===== src/rtl/firmware_pkg.sv =====
// Shared definitions for the firmware ROM arbiter: default ROM geometry,
// default starvation bound and the arbiter FSM state type.
package firmware_pkg;

    localparam int FIRMWARE_SIZE = 12288;
    localparam int ADDR_W        = 14;
    localparam int STARVE_LIMIT  = 4;

    typedef enum logic [1:0] {
        IDLE  = 2'd0,
        BURST = 2'd1,
        DRAIN = 2'd2
    } arb_state_t;

endpackage


===== src/rtl/firmware_arbiter.sv =====
// Shares one asynchronous-read firmware ROM between CPU single-byte reads and
// a DMA burst engine. The CPU has priority, but the DMA is guaranteed a slot
// after STARVE_LIMIT consecutive CPU grants while it was waiting.
module firmware_arbiter #(
    parameter int FIRMWARE_SIZE = firmware_pkg::FIRMWARE_SIZE,
    parameter int ADDR_W        = firmware_pkg::ADDR_W,
    parameter int STARVE_LIMIT  = firmware_pkg::STARVE_LIMIT
) (
    input  logic              clk,
    input  logic              rst_n,
    input  logic              cpu_req,
    input  logic [ADDR_W-1:0] cpu_addr,
    output logic              cpu_gnt,
    output logic [7:0]        cpu_data,
    output logic              cpu_valid,
    input  logic              dma_start,
    input  logic [ADDR_W-1:0] dma_base,
    input  logic [ADDR_W-1:0] dma_len,
    output logic              dma_busy,
    output logic              dma_err,
    output logic              dma_valid,
    output logic [7:0]        dma_data,
    input  logic              dma_ready,
    output logic [ADDR_W-1:0] rom_address,
    input  logic [7:0]        rom_data
);
    import firmware_pkg::*;

    localparam int                  STARVE_W   = $clog2(STARVE_LIMIT + 1);
    localparam logic [STARVE_W-1:0] STARVE_MAX = STARVE_W'(STARVE_LIMIT);
    localparam logic [ADDR_W:0]     SIZE_EXT   = (ADDR_W + 1)'(FIRMWARE_SIZE);

    arb_state_t          state;
    logic [ADDR_W-1:0]   pointer;
    logic [ADDR_W-1:0]   remaining;
    logic [STARVE_W-1:0] starve;
    logic                dma_want;
    logic                dma_gnt;
    logic                cpu_oob;
    logic [ADDR_W:0]     burst_end;

    assign cpu_oob   = {1'b0, cpu_addr} >= SIZE_EXT;
    assign burst_end = {1'b0, dma_base} + {1'b0, dma_len};
    assign dma_busy  = (state != IDLE);

    // Grant decision and ROM address mux: CPU wins unless the DMA has been starved to the limit.
    always_comb begin
        dma_want = (state == BURST) && (remaining != '0) && (!dma_valid || dma_ready);
        cpu_gnt  = cpu_req && !(dma_want && (starve == STARVE_MAX));
        dma_gnt  = !cpu_gnt && dma_want;
        if (cpu_gnt) begin
            rom_address = cpu_addr;
        end else if (dma_gnt) begin
            rom_address = pointer;
        end else begin
            rom_address = '0;
        end
    end

    // Starvation counter: counts CPU grants that pushed a waiting DMA aside.
    always_ff @(posedge clk or negedge rst_n) begin
        if (!rst_n) begin
            starve <= '0;
        end else if (dma_want && cpu_gnt) begin
            if (starve != STARVE_MAX) begin
                starve <= starve + STARVE_W'(1);
            end
        end else begin
            starve <= '0;
        end
    end

    // CPU read return path: one-cycle valid pulse, out-of-range reads return 0xFF.
    always_ff @(posedge clk or negedge rst_n) begin
        if (!rst_n) begin
            cpu_valid <= 1'b0;
            cpu_data  <= 8'h00;
        end else begin
            cpu_valid <= cpu_gnt;
            if (cpu_gnt) begin
                cpu_data <= cpu_oob ? 8'hFF : rom_data;
            end
        end
    end

    // DMA burst FSM with its address/count registers and the output data stage.
    always_ff @(posedge clk or negedge rst_n) begin
        if (!rst_n) begin
            state     <= IDLE;
            pointer   <= '0;
            remaining <= '0;
            dma_valid <= 1'b0;
            dma_data  <= 8'h00;
            dma_err   <= 1'b0;
        end else begin
            if (dma_gnt) begin
                pointer   <= pointer + ADDR_W'(1);
                remaining <= remaining - ADDR_W'(1);
                dma_data  <= rom_data;
                dma_valid <= 1'b1;
            end else if (dma_valid && dma_ready) begin
                dma_valid <= 1'b0;
            end

            case (state)
                IDLE: begin
                    if (dma_start && (dma_len != '0)) begin
                        if (burst_end > SIZE_EXT) begin
                            dma_err <= 1'b1;
                        end else begin
                            dma_err   <= 1'b0;
                            pointer   <= dma_base;
                            remaining <= dma_len;
                            state     <= BURST;
                        end
                    end
                end
                BURST: begin
                    if (dma_gnt && (remaining == ADDR_W'(1))) begin
                        state <= DRAIN;
                    end
                end
                DRAIN: begin
                    if (dma_valid && dma_ready) begin
                        state <= IDLE;
                    end
                end
                default: begin
                    state <= IDLE;
                end
            endcase
        end
    end

endmodule


===== config.mk =====
export PLATFORM = sky130hd
export DESIGN_NAME = firmware_arbiter
export DESIGN_NICKNAME = d
export VERILOG_FILES = /design/src/rtl/firmware_pkg.sv /design/src/rtl/firmware_arbiter.sv
export SDC_FILE = /design/constraint.sdc
export NUM_CORES = 1
export LEC_CHECK = 0
export ABC_AREA = 1
export CAP_MARGIN = 10
export CELL_PAD_IN_SITES_DETAIL_PLACEMENT = 0
export CELL_PAD_IN_SITES_GLOBAL_PLACEMENT = 2
export CORE_UTILIZATION = 30
export CTS_CLUSTER_SIZE = 12
export DETAILED_ROUTE_END_ITERATION = 16
export PLACE_DENSITY_LB_ADDON = 0.1
export SKIP_LAST_GASP = 1
export SLEW_MARGIN = 15
export SYNTH_ARGS = -nofsm -noshare
export SYNTH_HDL_FRONTEND = slang
export SYNTH_SLANG_ARGS = --single-unit
export TNS_END_PERCENT = 20

===== constraint.sdc =====
create_clock -name clk -period 5.06 [get_ports clk]
set_clock_uncertainty 0.1 [all_clocks]
set_input_delay 1.012 -clock clk [delete_from_list [all_inputs] [get_ports clk]]
set_output_delay 1.012 -clock clk [all_outputs]
set_load 0.01 [all_outputs]

Yosys cells after proc, flatten, opt, wreduce, memory -nomap -nowiden. Cells that the tools add are included.

Register bits: 52.

$add $sub $neg: 4. $lt $le $gt $ge: 2. Equal/unequal tests: 10. Multiplexer cells: 21. Reduce and logical (&&, ||, !) cells: 20.

Operators with widths (count): $mux 14 (10); $reduce_bool 14->1 (2); $add 14x14->15 (1); $gt 15x14->1 const B (1); $add 14x1->14 const B (1); $eq 14x1->1 const B (1); $ge 14x14->1 const B (1); $sub 14x1->14 const B (1); $logic_and 1x1->1 (9); $mux 2 (4); $mux 8 (1); $mux 3 (2); $ne 2x2->1 const B (3); $pmux 2 s3 (1); $ne 2x1->1 const B (2); $reduce_and 4->1 (1); $reduce_bool 2->1 (2); $add 3x1->3 const B (1); $eq 3x3->1 const B (1); $logic_not 1->1 (3); $mux 1 (3); $ne 3x3->1 const B (1); $eq 2x1->1 const B (1); $eq 2x2->1 const B (1); 3 further kinds (3).

Logic depth before layout (Yosys ltp). Gate-level depths: netlist of run 1.

Word-level depth: 12. Mapped depth: 19.

Worst setup path before layout of run 1. OpenSTA, ideal clock, no wires.

Path kind: input -> output. Start: input dma_ready. End: output rom_address[10]. Arrival: 2.138 ns. Data required time: 3.948 ns. Setup slack: 1.810 ns. Stages on the path: 7. Path buffers: 2. Cell sequence: o21a_1 -> nand3_2 -> nand2_2 -> nand3_4 -> buf_4 -> buf_4 -> o21ai_0.

Cells in the longest elaborated chain, start to end: 9.

Ends and longest elaborated chain: start, declared (RTL line firmware_arbiter.sv:23) `input logic dma_ready,`; $logic_or 1x1->1 (*) (RTL line firmware_arbiter.sv:48) `dma_want = (state == BURST) && (remaining != '0) && (!dma_valid || dma_ready);`; $logic_and 1x1->1 (*) (RTL line firmware_arbiter.sv:48); $logic_and 1x1->1 (RTL line firmware_arbiter.sv:49) `cpu_gnt = cpu_req && !(dma_want && (starve == STARVE_MAX));`; $logic_not 1->1 (RTL line firmware_arbiter.sv:49); $logic_and 1x1->1 (RTL line firmware_arbiter.sv:49); $logic_not 1->1 (RTL line firmware_arbiter.sv:50) `dma_gnt = !cpu_gnt && dma_want;`; $logic_and 1x1->1 (RTL line firmware_arbiter.sv:50); $mux 14 (RTL line firmware_arbiter.sv:53) `end else if (dma_gnt) begin`; $mux 14 (*) (RTL line firmware_arbiter.sv:51) `if (cpu_gnt) begin`; end, declared (RTL line firmware_arbiter.sv:24) `output logic [ADDR_W-1:0] rom_address,`.

Mark *: on every way between the ends. The rest lies on a longest branch, timed or not.

Worst setup path after layout of run 1.
Start: input dma_ready. End: output rom_address[0].

Same word-level chain as after synthesis.

==> results of run 1 <==
registers in the layout, indices dropped and copies added, names as in the netlist:
register   cells
dma_err        1
starve         3
dma_valid      1
remaining     14
cpu_data       8
cpu_valid      1
dma_data       8
state          2
pointer       14
kinds of logic (layout without fill, tap and decap cells):
kind of cell,Yosys count,after routing,synth area share
buffers and inverters,113,196,0.113
XOR/XNOR,23,23,0.0481
adder cells (fa/ha/maj),21,21,0.0645
flip-flops,52,52,0.311
AND/OR/NAND/NOR,365,365,0.380
AO/OA/AOI/OAI,63,63,0.0836
layer usage:
metal | up-vias | global-route usage | wire (um)
met5 | - | 0 | 0
met4 | 0 | 0.0461 | 167
met3 | 10 | 0.0255 | 409
met2 | 69 | 0.309 | 5900
met1 | 1862 | 0.229 | 5860
li1 | 2161 | - | -
critical path, stage by stage:
cell and delay (ns):
clkdlybuf4s50_1 0.50, o21a_1 0.22, nand3_2 0.11, nand2_2 0.23, nand3_4 0.24, inv_2 0.15, ha_1 0.15, nand2_1 0.07
nand2_1 0.08, clkdlybuf4s50_1 0.53
placed cells by master (no fill, tap or decap), types with 2 or more instances in the layout:
cell and instances:
nor2_1 55, o21ai_0 26, o21ai_1 9, xor2_1 17, nand4_1 7, a21oi_1 15
o21ai_2 3, ha_1 20, nor3_1 11, xnor2_1 6, a31oi_1 4, nor4_1 5
inv_2 3, nand2_2 6, nor2_2 6, nand3_1 54, nand2_4 2, o21bai_1 2
clkdlybuf4s50_1 88, buf_4 5, nand3_2 3, clkbuf_16 5, nand2_1 210, inv_1 92
dfrtp_1 52
worst paths after layout:
kind | startpoint | end | slack, ns
max | dma_ready | rom_address[0] | 0.66
min | starve[0]$_DFFE_PN0P_ | starve[0]$_DFFE_PN0P_ | 0.37
max reg2reg | remaining[0]$_DFF_PN0_ | state[0]$_DFFE_PN0P_ | 2.33
min reg2reg | starve[0]$_DFFE_PN0P_ | starve[0]$_DFFE_PN0P_ | 0.37
max in group asynchronous | rst_n | pointer[4]$_DFF_PN0_ | 3.66
min in group asynchronous | rst_n | cpu_data[6]$_DFFE_PN0P_ | 0.73
power by group:
group          total, W  switching (W)  leakage, nW  internal [W]
Combinational   0.00103       0.000594         1.98      0.000439
Sequential     0.000691       0.000130        0.644      0.000561
Clock          0.000379       0.000151       0.0757      0.000228
Total           0.00210       0.000875         2.70       0.00123
Yosys cell counts (all sizes together):
cell type,number
o21ai,38
a32o,1
nand2,218
inv,95
or2,1
a31oi,4
nor2,62
nand3,58
a21boi,1
a21oi,16
o21bai,2
ha,20
buf,15
nor3,13
nor4,5
nand4,7
o21a,1
dfrtp,52
xor2,17
xnor2,6
fa,1
nand3b,1
clkbuf,2
clkinv,1
final cells by class:
class | count | area (sq um)
repair buffers | 94 | 923
flip-flops and latches | 52 | 1300
inverters | 96 | 360
well taps | 176 | 220
clock inverters | 1 | 30.0
multi-input cells | 472 | 2410
fillers | 1468 | 8080
clock buffers | 5 | 125
through the flow:
step                      instances  area, sq um  worst slack, ns  total power, W  hold WS, ns
after floorplan                 637         4190             1.81         0.00138        0.332
after detailed placement        890         5220            0.622         0.00174        0.361
after global routing            896         5370            0.445         0.00230        0.404
after global placement          890         5220            0.644         0.00174        0.345
after CTS                       896         5370            0.613         0.00213        0.370
final                           896         5370            0.657         0.00210        0.366
==> flow_summary_export.csv, run 1 <==
group,metric,value,unit
setup_path,critPathKind,"in2out",
grt,grt_start_max_net_pins,53,
sta,fmax,227,MHz
power_and_ir_drop,cellPowerDensity,391,mW/mm^2
grt,antenna_found_initial,0,
synth,ys_types,38,
setup_path,required,3.95,ns
clocking,cts_tree,"done",
flow_run,drv_cap,0,
sta,hold_viol_final,0,
drt,avgViaCountPerCell,4.58,
grt,grt.total_usage,0.178,
clocking,clk_latency,0.30,ns
synth,netlist.area_leader.share,0.311,
sta,finalSetupViolations,0,
clocking,clock_sinks,52,
synth,synth.area.top_cells,"dfrtp_1, nand2_1, inv_1",
synth,synth_fp_nets,713,
hold_path,min_path_type,"reg2reg",
floorplanning,rows,42,
sta,setup-tns-final,0,ns
floorplanning,die_y,120,um
synth,synthCells,637,
grt,grt_pass1_vias,3997,
sta,tightest_slew,0.682,ns
floorplanning,die_area,0.0144,sq mm
setup_path,cp-end-kind,"output port",
cells_and_area,drive_gt1_frac,0.0569,
synth,yosys_warnings,0,
synth,ys_seq_area_frac,0.311,
floorplanning,initial_core_util,0.311,
clocking,clk_pin_slew,0.07,ns
clocking,cts_made_buffers,5,
setup_path,cp.arrival,3.29,ns
drt,drcViolationCount,0,
place,io_buffers,89,
grt,grt_pass1_wl,20200,um
clocking,cts_hold_buf,0,
place,place_congestion,0.778,
drt,ant_nets,0,
setup_path,reg2reg_depth,13,
grt,grt-ovfl-total,0,
place,dpl.hpwl,9980,um
drt,wl_per_cell,13.8,um
clocking,cts_setup_buffers,0,
cells_and_area,area_growth,28.2,%
floorplanning,dieWidth,120,um
floorplanning,io_pins,90,
synth,synth_top_area_cell,"dfrtp_1",
floorplanning,core,0.0135,sq mm
drt,first_iter_violations,219,
power_and_ir_drop,leakage,2.70,nW
synth,synth.avg_cell_area,6.58,sq um
synth,netlist_area,0.00419,sq mm
drt,drtPass1Iterations,4,
clocking,cts_htree_levels,2,
sta,rsz0062_at_grt,"false",
hold_path,hold_path_depth,1,
sta,fin_crit_sh,0.870,
clocking,cts.path.max_buffers,2,
setup_path,crit_path_max_fanout,21,
sta,min_period,4.40,ns
outcome,status,"complete, no violations",
cells_and_area,final_nets,797,
cells_and_area,utilization,0.399,
power_and_ir_drop,ir_drop,0.000137,V
setup_path,start_kind,"input port",
synth,ys_ff_latch,52,
clocking,cts_resized,0,
sta,maxSlewHeadroom,0.545,
drt,wirelength,12300,um
clocking,cts.root.buffer_cell,"clkbuf_16",
drt,num_vias,4102,
sta,slew_violations,0,
cells_and_area,diodes,0,
Note: power is estimated with default switching activity, not from simulation.
==> run 2, diff against run 1 <==
- ABC_CLOCK_PERIOD_IN_PS: unset -> 5060
- PLACE_DENSITY: unset -> 0.83
- PLACE_DENSITY_LB_ADDON: 0.1 -> unset
==> run 2 against run 1 <==
Net effect: design area is 0.33% lower; non-clock buffer count down 1; sequential power is essentially flat; cell count up 0.11%; highest routed layer unchanged; worst hold slack worse by 0.00079 ns; sequential cell count unchanged; sequential share of layout area increased by 0.079 points; critical path type unchanged; clock-buffer cell count is 1 higher; worst setup slack worse by 0.15 ns; critical path depth decreased by 2.
==> flow_summary_export.csv, run 2 (synthesis results as in run 1) <==
group,metric,value,unit
outcome,status,"complete, no violations",
drt,ant_nets,0,
sta,rsz0062_at_grt,"false",
drt,first_iter_violations,226,
floorplanning,dieWidth,120,um
cells_and_area,multi_input_area,0.00241,sq mm
clocking,cts_made_buffers,5,
cells_and_area,drive_gt1_frac,0.0569,
setup_path,crit_path_max_fanout,20,
place,place_congestion,0.819,
floorplanning,die_y,120,um
place,dpl.hpwl,9790,um
clocking,cts_htree_levels,2,
power_and_ir_drop,cellPowerDensity,386,mW/mm^2
cells_and_area,nFillCells,1482,
setup_path,crit_path_start,"dma_ready",
power_and_ir_drop,ir_drop,0.000178,V
sta,fin_crit_sh,0.900,
cells_and_area,reg_top3,"pointer: 14 flops, remaining: 14 flops",
grt,grt_pass1_wl,20600,um
cells_and_area,final_nets,796,
floorplanning,rows,42,
grt,grt-ovfl-total,0,
sta,fmax,220,MHz
clocking,cts_setup_buffers,0,
clocking,cts.root.buffer_cell,"clkbuf_16",
clocking,clk_latency,0.30,ns
clocking,cts_resized,0,
setup_path,start_kind,"input port",
drt,dr_wl_met2,5440,um
drt,wirelength,12300,um
sta,finalSetupViolations,0,
drt,wl_per_cell,13.7,um
sta,worst_slack,0.507,ns
place,numPlacedInstances,889,
drt,num_vias,4146,
drt,drcViolationCount,0,
place,place_worst_setup_slack,0.485,ns
setup_path,cp.arrival,3.44,ns
setup_path,cp-end-kind,"output port",
grt,grt_start_max_net_pins,53,
cells_and_area,utilization,0.398,
cells_and_area,area_growth,27.8,%
power_and_ir_drop,leakage,2.68,nW
floorplanning,die_area,0.0144,sq mm
floorplanning,io_pins,90,
sta,setup-tns-final,0,ns
place,io_buffers,89,
flow_run,drv_cap,0,
clocking,cts_hold_buf,0,
setup_path,required,3.95,ns
floorplanning,initial_core_util,0.311,
sta,whs,0.365,ns
floorplanning,core,0.0135,sq mm
cells_and_area,layout_common_cells,"nand2_1, inv_1, clkdlybuf4s50_1",
setup_path,critPathKind,"in2out",
clocking,cts.path.max_buffers,2,
cells_and_area,final-seq-area,0.00130,sq mm
cells_and_area,diodes,0,
drt,avgViaCountPerCell,4.62,
drt,drtPass1Iterations,4,
hold_path,worstHoldStart,"starve[0]$_DFFE_PN0P_",
grt,antenna_found_initial,0,
hold_path,min_path_type,"reg2reg",
clocking,clk_pin_slew,0.07,ns
cells_and_area,final_common_cell,"nand2_1",
drt,dr.max_layer_used,"met4",
sta,slew_violations,0,
clocking,cts_tree,"done",
sta,hold_viol_final,0,
cells_and_area,finalNonFillerCells,897,
drt,dr_wl_met3,574,um
clocking,clock_sinks,52,
drt,wl_met1,6030,um
grt,grt_pass1_vias,4264,
sta,tightest_slew,0.694,ns
sta,maxSlewHeadroom,0.537,
grt,grt.total_usage,0.179,
sta,min_period,4.55,ns
setup_path,rr_startpoint,"remaining[0]$_DFF_PN0_",
[run 2: cell count changes in the layout (fill, tap and decap cells not counted)]
cell and delta:
clkinv_4 +1, buf_4 -1, clkbuf_1 +1, bufinv_16 -1, clkinvlp_4 +1
[run 2: layout make-up]
type	instances	area share
multi-input cells	472	0.451
flip-flops and latches	52	0.243
repair buffers	93	0.171
inverters	96	0.0673
well taps	176	0.0411
clock buffers	6	0.0241
clock inverters	2	0.00304
[run 2: path summary, 6_finish.rpt]
path,end,slack (ns),depth (start not counted)
worst max-delay path,rom_address[3],0.51,8
worst min-delay path,starve[0]$_DFFE_PN0P_,0.37,1
worst max register to register,state[0]$_DFFE_PN0P_,2.24,13
worst min register to register,starve[0]$_DFFE_PN0P_,0.37,1
max in group asynchronous,pointer[5]$_DFF_PN0_,3.66,2
min in group asynchronous,dma_valid$_DFFE_PN0P_,0.73,2
[run 2: power by group]
part	internal (W)	switching (W)
registers	0.000561	0.000133
logic	0.000439	0.000594
clock network	0.000185	0.000158
total	0.00118	0.000885
[run 2: critical path: stages]
cell and delay, ns:
clkdlybuf4s50_1 0.50, o21a_1 0.23, nand3_2 0.12, nand2_2 0.25, clkinv_1 0.53, nand2_1 0.19
o21ai_0 0.11, clkdlybuf4s50_1 0.48
[run 2: per-stage QoR]
| stage | power (W) | instance area (sq um) |
|---|---|---|
| after floorplan | 0.00138 | 4190 |
| after global placement | 0.00174 | 5210 |
| after detailed placement | 0.00174 | 5210 |
| after CTS | 0.00210 | 5360 |
| after global routing | 0.00228 | 5360 |
| final | 0.00207 | 5360 |
[run 2: per-layer routing]
layer / vias up / track usage
li1: 2164 / -
met1: 1856 / 0.241
met2: 112 / 0.296
met3: 14 / 0.0226
met4: 0 / 0.0563
met5: - / 0
==> run 3, diff against run 2 <==
- ABC_CLOCK_PERIOD_IN_PS: 5060 -> unset
==> results of run 3 <==
No change in the layout: final DEF, timing and power equal those of run 2.
